## src/rtl/bpu_pkg.sv

```systemverilog
// ============================================================================
// Module   : bpu_pkg
// Purpose  : Shared types, counter encodings and helpers for the branch
//            predictor update controller.
// Revision : 1.0 - initial release
// ============================================================================
`default_nettype none

package bpu_pkg;

   localparam int GHR_W_DEF      = 6;
   localparam int PC_BITS_DEF    = 3;
   localparam int IDX_W_DEF      = PC_BITS_DEF + GHR_W_DEF;
   localparam int FIFO_DEPTH_DEF = 4;

   typedef logic [1:0] ctr_t;

   // Gray-ordered so that bit[1] is the prediction and neighbours differ by one bit.
   localparam ctr_t CTR_SNT = 2'b00;
   localparam ctr_t CTR_WNT = 2'b01;
   localparam ctr_t CTR_WT  = 2'b11;
   localparam ctr_t CTR_ST  = 2'b10;

   typedef enum logic [0:0] {
      ST_INIT = 1'b0,
      ST_RUN  = 1'b1
   } state_t;

   typedef struct packed {
      logic [IDX_W_DEF-1:0] idx;
      logic                 taken;
   } upd_entry_t;

   function automatic ctr_t ctr_next(input ctr_t ctr, input logic taken);
      ctr_t nxt;
      nxt = ctr;
      case (ctr)
         CTR_SNT: nxt = taken ? CTR_WNT : CTR_SNT;
         CTR_WNT: nxt = taken ? CTR_WT  : CTR_SNT;
         CTR_WT:  nxt = taken ? CTR_ST  : CTR_WNT;
         CTR_ST:  nxt = taken ? CTR_ST  : CTR_WT;
         default: nxt = CTR_WNT;
      endcase
      return nxt;
   endfunction

endpackage

`default_nettype wire

```

## src/rtl/bpu_upd_fifo.sv

```systemverilog
// ============================================================================
// Module   : bpu_upd_fifo
// Purpose  : Small synchronous FIFO holding resolved-branch update entries.
// Revision : 1.0 - initial release
// ============================================================================
`default_nettype none

module bpu_upd_fifo
   import bpu_pkg::*;
#(
   parameter int DEPTH = FIFO_DEPTH_DEF,
   parameter int WIDTH = $bits(upd_entry_t)
) (
   input  logic                     clk,
   input  logic                     clr,
   input  logic                     push,
   input  logic [WIDTH-1:0]         wdata,
   input  logic                     pop,
   output logic [WIDTH-1:0]         rdata,
   output logic                     full,
   output logic                     empty,
   output logic [$clog2(DEPTH):0]   count
);

   localparam int AW    = $clog2(DEPTH);
   localparam int CNT_W = AW + 1;

   logic [WIDTH-1:0] mem [DEPTH];
   logic [AW-1:0]    wr_ptr;
   logic [AW-1:0]    rd_ptr;
   logic [CNT_W-1:0] cnt;
   logic             do_push;
   logic             do_pop;

   assign full    = (cnt == CNT_W'(DEPTH));
   assign empty   = (cnt == '0);
   assign count   = cnt;
   assign rdata   = mem[rd_ptr];
   assign do_push = push & ~full;
   assign do_pop  = pop & ~empty;

   // Storage carries no reset; validity is tracked purely by the count.
   always_ff @(posedge clk) begin
      if (do_push && !clr) begin
         mem[wr_ptr] <= wdata;
      end
   end

   // Pointers are AW bits wide, so the power-of-two depth wraps them for free.
   always_ff @(posedge clk) begin
      if (clr) begin
         wr_ptr <= '0;
         rd_ptr <= '0;
         cnt    <= '0;
      end else begin
         if (do_push) wr_ptr <= wr_ptr + 1'b1;
         if (do_pop)  rd_ptr <= rd_ptr + 1'b1;
         cnt <= cnt + CNT_W'(do_push) - CNT_W'(do_pop);
      end
   end

endmodule

`default_nettype wire

```

## src/rtl/bpu_update_ctrl.sv

```systemverilog
// ============================================================================
// Module   : bpu_update_ctrl
// Purpose  : PHT update/recovery controller: update FIFO, retired GHR,
//            read-modify-write PHT updates and table-init sweep.
//            Optional perf counters enabled by defining BPU_PERF_CNT_EN.
// Revision : 1.0 - initial release
// ============================================================================
`default_nettype none

module bpu_update_ctrl
   import bpu_pkg::*;
#(
   parameter int         GHR_W      = GHR_W_DEF,
   parameter int         PC_BITS    = PC_BITS_DEF,
   parameter int         IDX_W      = PC_BITS + GHR_W,
   parameter int         FIFO_DEPTH = FIFO_DEPTH_DEF,
   parameter logic [1:0] INIT_CTR   = CTR_WNT
) (
   input  logic              clk,
   input  logic              rst,
   input  logic              flush_tbl_i,
   input  logic              branchM,
   input  logic [31:0]       pcM,
   input  logic              actual_takeM,
   input  logic              pred_takeM,
   output logic              stall_req_o,
   output logic              ghr_restore_o,
   output logic [GHR_W-1:0]  ghr_restore_val_o,
   output logic [GHR_W-1:0]  retired_ghr_o,
   output logic [IDX_W-1:0]  pht_ridx_o,
   input  logic [1:0]        pht_rdata_i,
   output logic              pht_we_o,
   output logic [IDX_W-1:0]  pht_widx_o,
   output logic [1:0]        pht_wdata_o,
   output logic              init_busy_o
`ifdef BPU_PERF_CNT_EN
   ,
   output logic [31:0]       br_cnt_o,
   output logic [31:0]       mispred_cnt_o
`endif
);

   localparam int CNT_W = $clog2(FIFO_DEPTH) + 1;
   localparam int ENT_W = IDX_W + 1;

   state_t           state;
   state_t           state_next;
   logic [IDX_W-1:0] sweep_idx;
   logic [GHR_W-1:0] retired_ghr;
   logic             clear;
   logic             push;
   logic             pop;
   logic             sweep_last;
   logic             fifo_full;
   logic             fifo_empty;
   logic [CNT_W-1:0] fifo_count;
   logic [ENT_W-1:0] push_ent;
   logic [ENT_W-1:0] head_ent;
   logic [IDX_W-1:0] head_idx;
   logic             head_taken;
   logic             unused_pc;

   assign clear      = rst | flush_tbl_i;
   assign push       = branchM & ~fifo_full & ~clear;
   assign pop        = (state == ST_RUN) & ~fifo_empty;
   assign push_ent   = {pcM[PC_BITS+1:2], retired_ghr, actual_takeM};
   assign head_idx   = head_ent[ENT_W-1:1];
   assign head_taken = head_ent[0];
   assign sweep_last = &sweep_idx;
   assign unused_pc  = ^{pcM[31:PC_BITS+2], pcM[1:0]};

   assign stall_req_o       = (fifo_count == CNT_W'(FIFO_DEPTH));
   assign ghr_restore_o     = push & (pred_takeM ^ actual_takeM);
   assign ghr_restore_val_o = {retired_ghr[GHR_W-2:0], actual_takeM};
   assign retired_ghr_o     = retired_ghr;
   assign init_busy_o       = (state == ST_INIT);

   bpu_upd_fifo #(
      .DEPTH (FIFO_DEPTH),
      .WIDTH (ENT_W)
   ) u_fifo (
      .clk   (clk),
      .clr   (clear),
      .push  (push),
      .wdata (push_ent),
      .pop   (pop),
      .rdata (head_ent),
      .full  (fifo_full),
      .empty (fifo_empty),
      .count (fifo_count)
   );

   always_ff @(posedge clk) begin
      if (clear) begin
         state       <= ST_INIT;
         sweep_idx   <= '0;
         retired_ghr <= '0;
      end else begin
         state <= state_next;
         if (state == ST_INIT) sweep_idx <= sweep_idx + 1'b1;
         if (push) retired_ghr <= {retired_ghr[GHR_W-2:0], actual_takeM};
      end
   end

   // The table read is combinational, so the write lands before the next read
   // and back-to-back updates to one index chain correctly.
   always_comb begin
      state_next  = state;
      pht_we_o    = 1'b0;
      pht_widx_o  = '0;
      pht_wdata_o = CTR_SNT;
      pht_ridx_o  = fifo_empty ? '0 : head_idx;
      case (state)
         ST_INIT: begin
            pht_we_o    = 1'b1;
            pht_widx_o  = sweep_idx;
            pht_wdata_o = INIT_CTR;
            if (sweep_last) state_next = ST_RUN;
         end
         ST_RUN: begin
            if (pop) begin
               pht_we_o    = 1'b1;
               pht_widx_o  = head_idx;
               pht_wdata_o = ctr_next(pht_rdata_i, head_taken);
            end
         end
         default: state_next = ST_INIT;
      endcase
   end

`ifdef BPU_PERF_CNT_EN
   // Cleared by rst only so that statistics survive a table flush.
   always_ff @(posedge clk) begin
      if (rst) begin
         br_cnt_o      <= '0;
         mispred_cnt_o <= '0;
      end else begin
         if (push)          br_cnt_o      <= br_cnt_o + 32'd1;
         if (ghr_restore_o) mispred_cnt_o <= mispred_cnt_o + 32'd1;
      end
   end
`endif

endmodule

`default_nettype wire
```

## config.mk

```make
export PLATFORM = sky130hd
export DESIGN_NAME = bpu_update_ctrl
export DESIGN_NICKNAME = d
export VERILOG_FILES = /design/src/rtl/bpu_pkg.sv /design/src/rtl/bpu_upd_fifo.sv /design/src/rtl/bpu_update_ctrl.sv
export SDC_FILE = /design/constraint.sdc
export NUM_CORES = 1
export LEC_CHECK = 0
export ABC_AREA = 0
export ABC_CLOCK_PERIOD_IN_PS = 3400
export BUFFER_PORTS_ARGS = -buffer_cell sky130_fd_sc_hd__buf_2
export CORE_AREA = 5 5 114 116
export CTS_BUF_LIST = sky130_fd_sc_hd__clkbuf_16
export CTS_CLUSTER_SIZE = 30
export DETAILED_ROUTE_END_ITERATION = 7
export DIE_AREA = 0 0 119 121
export GPL_ROUTABILITY_DRIVEN = 0
export GPL_TIMING_DRIVEN = 1
export SLEW_MARGIN = 5
export SYNTH_ARGS = -nofsm -noshare
export SYNTH_HDL_FRONTEND = slang
export SYNTH_HIERARCHICAL = 1
export SYNTH_SLANG_ARGS = --single-unit
```

## constraint.sdc

```tcl
create_clock -name clk -period 3.4 [get_ports clk]
set_clock_uncertainty 0.05 [all_clocks]
set_input_delay 0.17 -clock clk [delete_from_list [all_inputs] [get_ports clk]]
set_output_delay 0.17 -clock clk [all_outputs]
set_load 0.03 [all_outputs]
```

# Word level (Yosys, flattened, before mapping)
# Memories as Yosys holds them, arrays and structs flattened. A register that Yosys moved wholly into a read port is not among the register bits.
# Cells that the tools add are included.
[totals]
ff_bits = 23
latchBits = 0
ramBits = 40
rom_bits = 0
out_inout_bits = 36
word_cells = 51
mem_count = 1
[mem_list]
columns = ["name", "depth", "width", "read_ports", "rd_clocked_by_memory_dff", "wr", "line_no", "rtl"]
rows = [
  ["u_fifo.mem", 4, 10, 1, 1, 1, "bpu_upd_fifo.sv:28", "logic [WIDTH-1:0] mem [DEPTH];"],
]
[op_classes]
add_sub_neg = 5
multipliers = 0
div = 0
order_cmp = 0
eq_ne = 4
shifts = 0
n_mux = 18
n_bitwise = 12
reduce_logical = 5
[op_table]
columns = ["operator", "count"]
rows = [
  ["$mux 9", 2],
  ["$pmux 9 s2", 1],
  ["$mux 2", 5],
  ["$add 9x1->9 const B", 1],
  ["$reduce_and 9->1", 1],
  ["$pmux 2 s4", 1],
  ["$mux 1", 7],
  ["$and 1x1->1", 6],
  ["$add 2x1->2 const B", 2],
  ["$eq 2x2->1 const B", 2],
  ["$not 1->1", 4],
  ["$pmux 2 s2", 1],
  ["$add 3x1->3", 1],
  ["$eq 3x3->1 const B", 1],
  ["$logic_not 3->1", 1],
  ["$sub 3x1->3", 1],
  ["$eq 2x1->1 const B", 1],
  ["$logic_not 2->1", 1],
  ["$pmux 1 s2", 1],
  ["$logic_and 1x1->1", 1],
  ["$logic_not 1->1", 1],
  ["$or 1x1->1", 1],
  ["$xor 1x1->1", 1],
]

# Longest topological paths before layout
# Gate-level depths: netlist (run 1).
[depth]
word_depth = 8
ltp_mapped = 13

# Hierarchy
# Netlist (run 1), hierarchy kept.
[modules_own_cells]
columns = ["module", "instances", "cells_each", "area_per_inst_um2", "seq_area_each_um2"]
rows = [
  ["bpu_upd_fifo", 1, 103, 1926.8, 1381.3],
  ["bpu_update_ctrl", 1, 106, 938.4, 320.3],
]

# Least setup slack after synthesis (run 1)
# OpenSTA, ideal clock, no wires.
[synth_timing]
path_type = "register -> register"
startpoint = "register state"
endpoint = "register u_fifo.cnt[2], in the netlist u_fifo/count[2]"
setup_ns = 0.128
t_arrival_ns = 2.298
path_slack_ns = 0.925
path_stages_with_launch = 14
path_buffers = 2
period_less_slack_ns = 2.475
path_cell_list = "dfxtp_1 buf_6 buf_2 inv_1 nor2_1 o31ai_1 inv_1 ha_1 inv_1 ha_1 fa_1 xnor2_1 xnor2_1 nor2_1"
[synth_between]
elab_chain_len = 3
[synth_rtl]
columns = ["element", "line_no", "rtl"]
rows = [
  ["from (decl)", "bpu_update_ctrl.sv:46", "state_t state;"],
  ["from (signal assigned)", "bpu_update_ctrl.sv:99", "state <= state_next;"],
  ["$and 1x1->1", "bpu_update_ctrl.sv:65", "assign pop = (state == ST_RUN) & ~fifo_empty;"],
  ["net pop", "bpu_update_ctrl.sv:52", "logic pop;"],
  ["$and 1x1->1", "bpu_upd_fifo.sv:40", "assign do_pop = pop & ~empty;"],
  ["net u_fifo.do_pop", "bpu_upd_fifo.sv:33", "logic do_pop;"],
  ["$sub 3x1->3", "bpu_upd_fifo.sv:58", "cnt <= cnt + CNT_W'(do_push) - CNT_W'(do_pop);"],
  ["to (signal assigned)", "bpu_upd_fifo.sv:58", ""],
  ["to (decl)", "bpu_upd_fifo.sv:31", "logic [CNT_W-1:0] cnt;"],
]
# The timed path passes the listed nets, and every way through them passes these cells.
# A chain may end at the register's enable or synchronous reset.

==> metrics.md, run 1 <==
| Metric | Value |
|---|---|
| Status | `completed` |
| Setup TNS | `0 ns` |
| WP buf/inv | `1` |
| WL final | `5566 um` |
| First-pass GRT wire length | `9142 um` |
| Clk_lat worst skew | `0.32 ns` |
| Synth area leader | `edfxtp_1` |
| Endpoint, Worst Hold | `u_fifo/mem[3][8]` |
| Post-synthesis cell count | `209` |
| Post-synth EDFFs | `40` |
| Largest delay share family, worst path | `multiplexers` |
| Setup crit end kind | `output pin` |
| Initial core utilization | `24.26%` |
| CP cell instances | `mux4_2, nor2b_1, mux2_2, buf_2` |
| RSZ-0062 raised after global routing | `no` |
| Count of nets after finishing | `307` |
| Number of buffers created by CTS | `9` |
| Port buffer count | `46` |
| Post-CTS setup buffer count | `0` |
| Die height | `121 um` |
| Worst path required time | `3.18 ns` |
| Slew headroom | `52.66%` |
| Kind of critical path | `reg -> out` |
| Final Non-Filler Cells | `410` |
| Clock tree buffer depth | `2` |
| Die ar. | `14400 um^2` |
| Via/cell ratio | `4.268` |
| Actual slew at the worst max-slew pin | `0.7091 ns` |
| CP max FO | `10` |
| Via count of the first global-routing pass | `1773` |
| Overflow after GRT | `0` |
| Hold WC Path Type | `in -> reg` |
| Residual DRC count | `0` |
| Wl on met1 | `2602 um` |
| Die Width | `119 um` |
| Fmax | `0.3912 GHz` |
| Pwr dens | `528.1 nW/um^2` |
| Avg Cell Area, Syn | `13.71 um^2` |
| Met3 Wirelength | `305 um` |
| Reg2reg end | `u_fifo/count[2]` |
| Site Rows | `40` |
| Pins Over Slew Limit | `0` |
| Max-cap violations | `0` |
| Synth unique cells | `34` |
| Synthesized area | `2865 um^2` |
| I/O Pins | `76` |
| R2R setup slack | `0.88 ns` |
| N_diodes | `0` |
| Pleak | `1.339 nW` |
| Worst Path Arrival | `2.34 ns` |
| Total track usage | `8.116%` |
| Fin crit share | `75.18%` |
| Layout cells sized above 1 | `34.98%` |
| First-pass DRT Iterations | `4` |
| Met2 WL | `2617 um` |
| Maximum vdd drop | `0.0002202 V` |
| Slowest stage delay, CP | `0.78 ns` |
| #FFs+latches synth | `65` |
| Post-CTS Resized | `0` |
| Setup violations, final | `0` |
| Top cells by area, synth | `edfxtp_1, dfxtp_1, mux4_2` |
| Syn Nets | `258` |
| Final Hold Vio Count | `0` |
| Register area share after synthesis | `59.39%` |
| RR Startpoint | `u_fifo/count[1]` |
| Core area | `11810 um^2` |
| Iter 0 DRT Violations | `109` |
| # hold bufs at CTS | `0` |
| Drt wl/cell | `13.58 um` |
| Largest net degree at the start of global routing | `32` |
| CTS clk-pin slew, worst paths | `0.06 ns` |
| Via count | `1750` |
| YS warnings | `6` |
| Synthesis-to-layout area growth | `24.24%` |
| TritonCTS clock tree | `yes` |
| Commonest cells in the netlist | `edfxtp_1, dfxtp_1, nor2_1` |
| CTS root buf | `clkbuf_16` |
| Clock Sinks | `65` |
| Hold depth | `1` |
| Hold_sp | `pcM[3]` |
| Antenna viol nets, final | `0` |
| Share of the synthesized area in the top cell type | `41.92%` |
| Post-route minimum period | `2.556 ns` |
| Initial antenna violation count | `0` |
| Most frequent cell after synthesis | `edfxtp_1` |
| Detailed Place HPWL | `3907 um` |
| R2R depth | `12` |
| Post-synth top flop | `edfxtp_1` |
| H-tree depth | `3` |
| Ys async rst share | `0%` |
| CP Launch Type | `register` |
| DP Cell Count | `394` |
| Critical path's slowest cell | `dfxtp_1` |
| Top Layer Used | `met4` |
-- through the flow --
step / util [%] / instance area [um^2] / total power, mW / hold WS, ns / worst slack (ns)
6_report: 30.14 / 3560 / 1.880 / 0.01679 / 0.8440
5_1_grt: 30.14 / 3560 / 1.946 / 0.009553 / 0.6554
4_1_cts: 30.14 / 3560 / 1.904 / 0.01066 / 0.7793
3_5_place_dp: 27.37 / 3233 / 0.9090 / 0.3484 / 0.8405
3_3_place_gp: 27.37 / 3233 / 0.9079 / 0.3347 / 0.8681
2_1_floorplan: - / 2865 / 0.8906 / 0.2189 / 0.9246
-- layout by cell type, fill, tap and decap left out, types with 2 or more instances in the layout --
master / n
a21oi_1: 4
bufinv_16: 2
mux4_2: 10
clkinvlp_4: 2
nor3b_1: 5
clkbuf_16: 9
nor2b_1: 12
nand2b_1: 4
nand2_1: 6
mux2_2: 9
xor2_1: 4
mux2i_1: 10
inv_6: 3
or3_1: 4
buf_2: 46
o21ai_0: 5
ha_1: 8
xnor2_1: 5
dfxtp_1: 25
nand4b_1: 3
nor3_1: 3
inv_1: 8
buf_4: 7
nor2_1: 19
edfxtp_1: 40
-- worst reg2reg max path, delay by kind of cell (launching register included) --
kind / cells / cell delay (ns)
compound gates: 1 / 0.12
xor+xnor: 2 / 0.30
fa+ha+maj: 3 / 0.84
buf+inv: 3 / 0.35
flops: 1 / 0.38
simple gates: 3 / 0.35
-- layout make-up --
| type | instances | area (um^2) |
|---|---|---|
| multi-input cells | 120 | 1031 |
| clock inverters | 7 | 101.3 |
| inverters | 9 | 33.78 |
| well taps | 147 | 183.9 |
| clock buffers | 9 | 225.2 |
| repair buffers | 53 | 282.8 |
| fillers | 1197 | 8252 |
| flip-flops and latches | 65 | 1702 |
-- sequential cells by signal (all words and copies together) (netlist names), named ones only --
signal         cells
u_fifo/count       3
u_fifo/wr_ptr      2
retired_ghr_o      6
u_fifo/rd_ptr      2
state              1
u_fifo/mem        40
sweep_idx          9
-- kinds of logic after synthesis --
logic type | synth area share, %
fa+ha+maj | 4.192
flops | 59.39
xor+xnor | 2.751
buf+inv | 4.629
compound gates | 2.096
simple gates | 12.05
mux | 14.89
-- routing by layer --
layer  global-route usage (%)  vias up
met4                    2.390        0
met2                    13.21       50
li1                         -      848
met1                    9.912      848
met5                        0        -
met3                    3.263        4
-- how the worst max path moves through the flow --
stage,depth (start not counted),slack [ns],end,from
after floorplan,13,0.92,u_fifo/count[2],state
after detailed placement,12,0.84,u_fifo/count[2],flush_tbl_i
after global placement,12,0.87,u_fifo/count[2],flush_tbl_i
after global routing,12,0.66,u_fifo/count[2],u_fifo/count[1]
final,4,0.84,pht_widx_o[2],register
after CTS,4,0.78,pht_widx_o[2],register
-- power breakdown --
part | internal (mW) | leakage [nW] | switching [mW]
Sequential | 0.835 | 0.557 | 0.00433
Clock | 0.649 | 0.153 | 0.340
Combinational | 0.0191 | 0.629 | 0.0326
Total | 1.50 | 1.34 | 0.377
Note: power is estimated with default switching activity, not from simulation.
==> run 2, diff against run 1 <==
- ABC_AREA: 0 -> 1
- ABC_CLOCK_PERIOD_IN_PS: 3400 -> 2200
- CORE_AREA: 5 5 114 116 -> 5 5 115 117
- DIE_AREA: 0 0 119 121 -> 0 0 120 122
- clock period: 3.4 -> 2.2 ns (I/O delays scaled with it)
==> metrics.md, run 2 <==
| Metric | Value |
|---|---|
| Post-synth top flop | `edfxtp_1` |
| Number of buffers created by CTS | `9` |
| Largest Register | `u_fifo/mem` |
| Initial antenna violation count | `0` |
| CP Launch Type | `register` |
| Post-Synth XOR/XNOR Area | `0.2957%` |
| CTS clk-pin slew, worst paths | `0.05 ns` |
| H-tree depth | `3` |
| Most frequent cells in the layout | `nor2_1, inv_1, buf_2, nand2_1, edfxtp_1` |
| RSZ-0062 raised after global routing | `no` |
| Maximum vdd drop | `0.0003343 V` |
| Max reg flops | `40` |
| Post-Place Cell Area | `3415 um^2` |
| Detailed Place HPWL | `4993 um` |
| Clock Sinks | `65` |
| Total track usage | `9.798%` |
| Layout cells sized above 1 | `26.45%` |
| Setup TNS | `0 ns` |
| CTS root buf | `clkbuf_16` |
| Residual DRC count | `0` |
| Worst path required time | `2.41 ns` |
| Fin crit share | `93.68%` |
| Count of nets after finishing | `441` |
| Synthesis-to-layout area growth | `28.47%` |
| WP buf/inv | `4` |
| Post-synth EDFFs | `40` |
| First-pass GRT wire length | `10890 um` |
| Kind of critical path | `reg -> reg` |
| Ys async rst share | `0%` |
| Max-cap violations | `0` |
| Compound-Gate Fraction of Synth Area | `10.73%` |
| Drt wl/cell | `12.46 um` |
| Synth unique cells | `23` |
| YS warnings | `6` |
| Final Hold Vio Count | `0` |
| Die height | `122 um` |
| Pleak | `1.630 nW` |
| Synth area leader | `edfxtp_1` |
| Clock tree buffer depth | `2` |
| Register area share after synthesis | `57.46%` |
| Worst Path Arrival | `2.27 ns` |
| Final Non-Filler Cells | `547` |
| First-pass DRT Iterations | `4` |
| I/O Pins | `76` |
| Avg Cell Area, Syn | `9.057 um^2` |
| Core area | `12260 um^2` |
| Die Width | `120 um` |
| Setup crit end kind | `register` |
| Top cells by area, synth | `edfxtp_1, dfxtp_1, nor2_1` |
| Post-route minimum period | `2.061 ns` |
| Final Instance Area | `3805 um^2` |
| Slowest stage delay, CP | `0.53 ns` |
| Fraction of the mapped netlist area in adder cells | `4.056%` |
| Synthesized area | `2962 um^2` |
| N_diodes | `0` |
| Largest delay share family, worst path | `adder cells` |
| Via/cell ratio | `4.203` |
| Largest net degree at the start of global routing | `21` |
| Pins Over Slew Limit | `0` |
| Port buffer count | `46` |
| Slew headroom | `78.65%` |
| WL final | `6817 um` |
| Post-synthesis mux area share | `0%` |
| Critical path's slowest cell | `fa_2` |
| #FFs+latches synth | `65` |
| Fmax | `0.4852 GHz` |
| Most frequent cell after synthesis | `nor2_1` |
| Share of the synthesized area in the top cell type | `40.56%` |
| CP cell instances | `nor2_2, nand2_2, inv_2, nor2_4, nand2_2, inv_2, nand2_2, ha_4, inv_2, ha_4, fa_2, inv_1, nor2_1` |
| CP max FO | `4` |
| Iter 0 DRT Violations | `114` |
| Initial core utilization | `24.16%` |
| Post-synthesis cell count | `327` |
| Hold WC Path Type | `in -> reg` |
| Die ar. | `14640 um^2` |
| Post-Synth Simple-Gate Area | `17.28%` |
| Commonest cells in the netlist | `nor2_1, inv_1, nand2_1` |
| Commonest non-fill, non-tap cell in the layout | `nor2_1` |
| Pwr dens | `739.3 nW/um^2` |
| Overflow after GRT | `0` |
| Clk_lat worst skew | `0.33 ns` |
| Largest family of logic cells by synthesized area | `simple AND/OR/NAND/NOR gates` |
| Syn Nets | `376` |
| DP Cell Count | `525` |
| Via count | `2299` |
| Antenna viol nets, final | `0` |
| Via count of the first global-routing pass | `2212` |
| Actual slew at the worst max-slew pin | `0.3198 ns` |
| TritonCTS clock tree | `yes` |
| Site Rows | `41` |
| Status | `completed` |
| Setup violations, final | `0` |
[run 2: changes by cell type after synthesis, sizes merged, moves of 5 or more]
cell and delta:
inv +44, nor3b -5, nand2 +43, o21ai +30
a21oi +7, o22ai +14, nand3 +7, mux2 -9
nor2 +40, nor2b -12, mux2i -10, mux4 -10
[run 2: logic make-up after synthesis]
group	Yosys count
buffers and inverters	69
flip-flops	65
XOR/XNOR	1
AND/OR/NAND/NOR	123
AO/OA/AOI/OAI	60
adder cells (fa/ha/maj)	9
[run 2: cell type report]
type | instances | area (um^2)
inverters | 53 | 203.9
clock inverters | 7 | 63.81
repair buffers | 70 | 417.9
multi-input cells | 193 | 1001
flip-flops and latches | 65 | 1705
clock buffers | 9 | 225.2
fillers | 1274 | 8456
well taps | 150 | 187.7
[run 2: path summary, 6_finish.rpt]
| path | from | end | slack, ns | cells after the start |
|---|---|---|---|---|
| worst max-delay path | u_fifo/count[0] | u_fifo/count[1] | 0.14 | 13 |
| worst min-delay path | actual_takeM | u_fifo/mem[0][0] | 0.03 | 1 |
| worst max register to register | u_fifo/count[0] | u_fifo/count[1] | 0.14 | 13 |
| worst min register to register | u_fifo/rd_ptr[0] | register | 0.44 | 2 |
[run 2: metrics by stage]
stage                     total power, mW  hold slack [ns]  setup slack (ns)  utilization (%)
after global routing                2.911          0.03121           0.01290            31.03
after global placement              1.464           0.2760           0.03524            27.85
after floorplan                     1.425           0.1589           0.06473                -
after detailed placement            1.468           0.2816          -0.02046            27.85
final                               2.813          0.02885            0.1390            31.03
after CTS                           2.844          0.01894           0.02713            30.46
[run 2: per-layer routing]
metal / wire, um / track usage (%) / share of wire [%] / vias to the layer above
met2: 3161 / 16.05 / 46 / 51
met5: 0 / 0 / 0 / -
met3: 349 / 2.878 / 5.1 / 10
met1: 3177 / 11.66 / 47 / 1045
met4: 129 / 5.154 / 1.9 / 0
li1: - / - / - / 1193
[run 2: timing repair]
action | CTS | global route
setup buffers | 0 | 3
hold endpoints to repair | 12 | 0
endpoints found under the setup margin | 2 | 2
pin swaps | 0 | 6
resized for setup | 2 | 15
hold buffers | 3 | 0
[run 2: worst register-to-register path, cell delays in order, from the launching register on]
cell and delay (ns):
dfxtp_2 0.35, nor2_2 0.05, nand2_2 0.09, inv_2 0.05
nor2_4 0.08, nand2_2 0.06, inv_2 0.08, nand2_2 0.07
ha_4 0.26, inv_2 0.03, ha_4 0.15, fa_2 0.53
inv_1 0.04, nor2_1 0.09
[run 2: report_power, final]
part           internal, mW  switching, mW  total [mW]
Combinational        0.0451         0.0865       0.132
Clock                 0.864          0.498        1.36
Sequential             1.30         0.0153        1.32
==> run 3, diff against run 2 <==
--- a/config.mk
+++ b/config.mk
@@ -11,3 +11,2 @@
 export CORE_AREA = 5 5 115 117
-export CTS_BUF_LIST = sky130_fd_sc_hd__clkbuf_16
 export CTS_CLUSTER_SIZE = 30
--- a/constraint.sdc
+++ b/constraint.sdc
@@ -4,2 +4,2 @@
 set_output_delay 0.11 -clock clk [all_outputs]
-set_load 0.03 [all_outputs]
+set_load 0.05 [all_outputs]
==> metrics.md, run 3 (synthesized netlist as in run 2, its figures left out) <==
| Metric | Value |
|---|---|
| Initial core utilization | `24.16%` |
| Status | `completed` |
| CTS clk-pin slew, worst paths | `0.05 ns` |
| Overflow after GRT | `0` |
| Post-placement setup slack | `-0.02046 ns` |
| FF/Latch Area | `1705 um^2` |
| Kind of critical path | `reg -> reg` |
| Hold WC Path Type | `in -> reg` |
| Iter 0 DRT Violations | `114` |
| Synthesis-to-layout area growth | `28.47%` |
| Detailed Place HPWL | `4993 um` |
| Drt wl/cell | `12.46 um` |
| Final Util | `31.03%` |
| Antenna viol nets, final | `0` |
| Clock Sinks | `65` |
| Clk_lat worst skew | `0.33 ns` |
| Residual DRC count | `0` |
| Count of nets after finishing | `441` |
| Pleak | `1.622 nW` |
| Slew headroom | `78.65%` |
| Number of buffers created by CTS | `9` |
| Final worst slack | `0.1390 ns` |
| Area of the multi-input gates | `1001 um^2` |
| Layout cells sized above 1 | `26.45%` |
| WL final | `6817 um` |
| CP Launch Type | `register` |
| Worst Path Arrival | `2.27 ns` |
| Largest Register | `u_fifo/mem` |
| Die height | `122 um` |
| Via count | `2300` |
| Hold depth | `1` |
| Clock tree buffer depth | `2` |
| Die Width | `120 um` |
| Pins Over Slew Limit | `0` |
| Most frequent cells in the layout | `nor2_1, inv_1, buf_2, nand2_1, edfxtp_1` |
| N_diodes | `0` |
| Setup crit end kind | `register` |
| Post-Place Cell Area | `3415 um^2` |
| Fin crit share | `93.68%` |
| Actual slew at the worst max-slew pin | `0.3198 ns` |
| First-pass GRT wire length | `10890 um` |
| I/O Pins | `76` |
| CTS root buf | `clkbuf_16` |
| Crit path launch | `u_fifo/count[0]` |
| R2R depth | `13` |
| Max reg flops | `40` |
| Worst path required time | `2.41 ns` |
| Site Rows | `41` |
| Largest net degree at the start of global routing | `21` |
| Port buffer count | `46` |
| RR Startpoint | `u_fifo/count[0]` |
| Commonest non-fill, non-tap cell in the layout | `nor2_1` |
| Pwr dens | `748.1 nW/um^2` |
| CP max FO | `4` |
| Power, Total | `2.846 mW` |
| Hold_sp | `actual_takeM` |
| Core area | `12260 um^2` |
| Die ar. | `14640 um^2` |
| Setup violations, final | `0` |
| Initial antenna violation count | `0` |
| TritonCTS clock tree | `yes` |
| Maximum vdd drop | `0.0003347 V` |
| First-pass DRT Iterations | `4` |
| Final Instance Area | `3805 um^2` |
| Total track usage | `9.798%` |
| RSZ-0062 raised after global routing | `no` |
| Post-route minimum period | `2.061 ns` |
| Max-cap violations | `0` |
| Fmax | `0.4852 GHz` |
| H-tree depth | `3` |
| Fillers | `1274` |
| Via/cell ratio | `4.205` |
| Final Hold Vio Count | `0` |
| Via count of the first global-routing pass | `2212` |
## run 3: cell types whose count changed in the layout (fill, tap and decap cells not counted), sizes merged
cell | previous run | this run
clkbuf | 9 | 11
inv | 55 | 53
## run 3: repair_timing
action	4_1_cts	5_1_grt
setup endpoints to repair	2	2
endpoints found under the hold margin	12	0
hold buffers	3	0
setup buffers	0	3
pin swaps	0	6
gates resized for setup	2	15
## run 3: worst paths after layout
kind	slack, ns	end
setup reg to reg	0.14	u_fifo/count[1]
hold reg to reg	0.44	register
setup / recovery	0.14	u_fifo/count[1]
hold / removal	0.03	u_fifo/mem[0][0]
## run 3: metrics by stage
| stage | setup TNS [ns] | cells | hold WS [ns] |
|---|---|---|---|
| after detailed placement | -0.03970 | 525 | 0.2816 |
| after floorplan | 0 | 327 | 0.1589 |
| final | 0 | 547 | 0.02885 |
| after global routing | 0 | 547 | 0.03121 |
| after global placement | 0 | 525 | 0.2760 |
| after CTS | 0 | 544 | 0.01894 |
## run 3: where the power goes
group | switching, mW | total, mW | leakage (nW) | internal (mW)
Clock | 0.497 | 1.37 | 0.139 | 0.874
Combinational | 0.111 | 0.156 | 0.927 | 0.0451
Sequential | 0.0153 | 1.32 | 0.555 | 1.30
## run 3: cell type report
cell class / instances / area share (%)
clock buffers: 11 / 6.116
inverters: 53 / 5.360
flip-flops and latches: 65 / 44.82
repair buffers: 70 / 10.98
well taps: 150 / 4.933
clock inverters: 5 / 1.480
multi-input cells: 193 / 26.31
## run 3: per-layer routing
metal	global-route usage, %	up-vias	routed length, um
met5	0	-	0
met4	5.154	0	129
met3	2.878	10	349
met2	16.05	51	3160
met1	11.66	1046	3177
li1	-	1193	-
## run 3: critical path: stages (launching register included)
cell     delay (ns)
dfxtp_2        0.35
nor2_2         0.05
nand2_2        0.09
inv_2          0.05
nor2_4         0.08
nand2_2        0.06
inv_2          0.08
nand2_2        0.07
ha_4           0.26
inv_2          0.03
ha_4           0.15
fa_2           0.53
inv_1          0.04
nor2_1         0.09
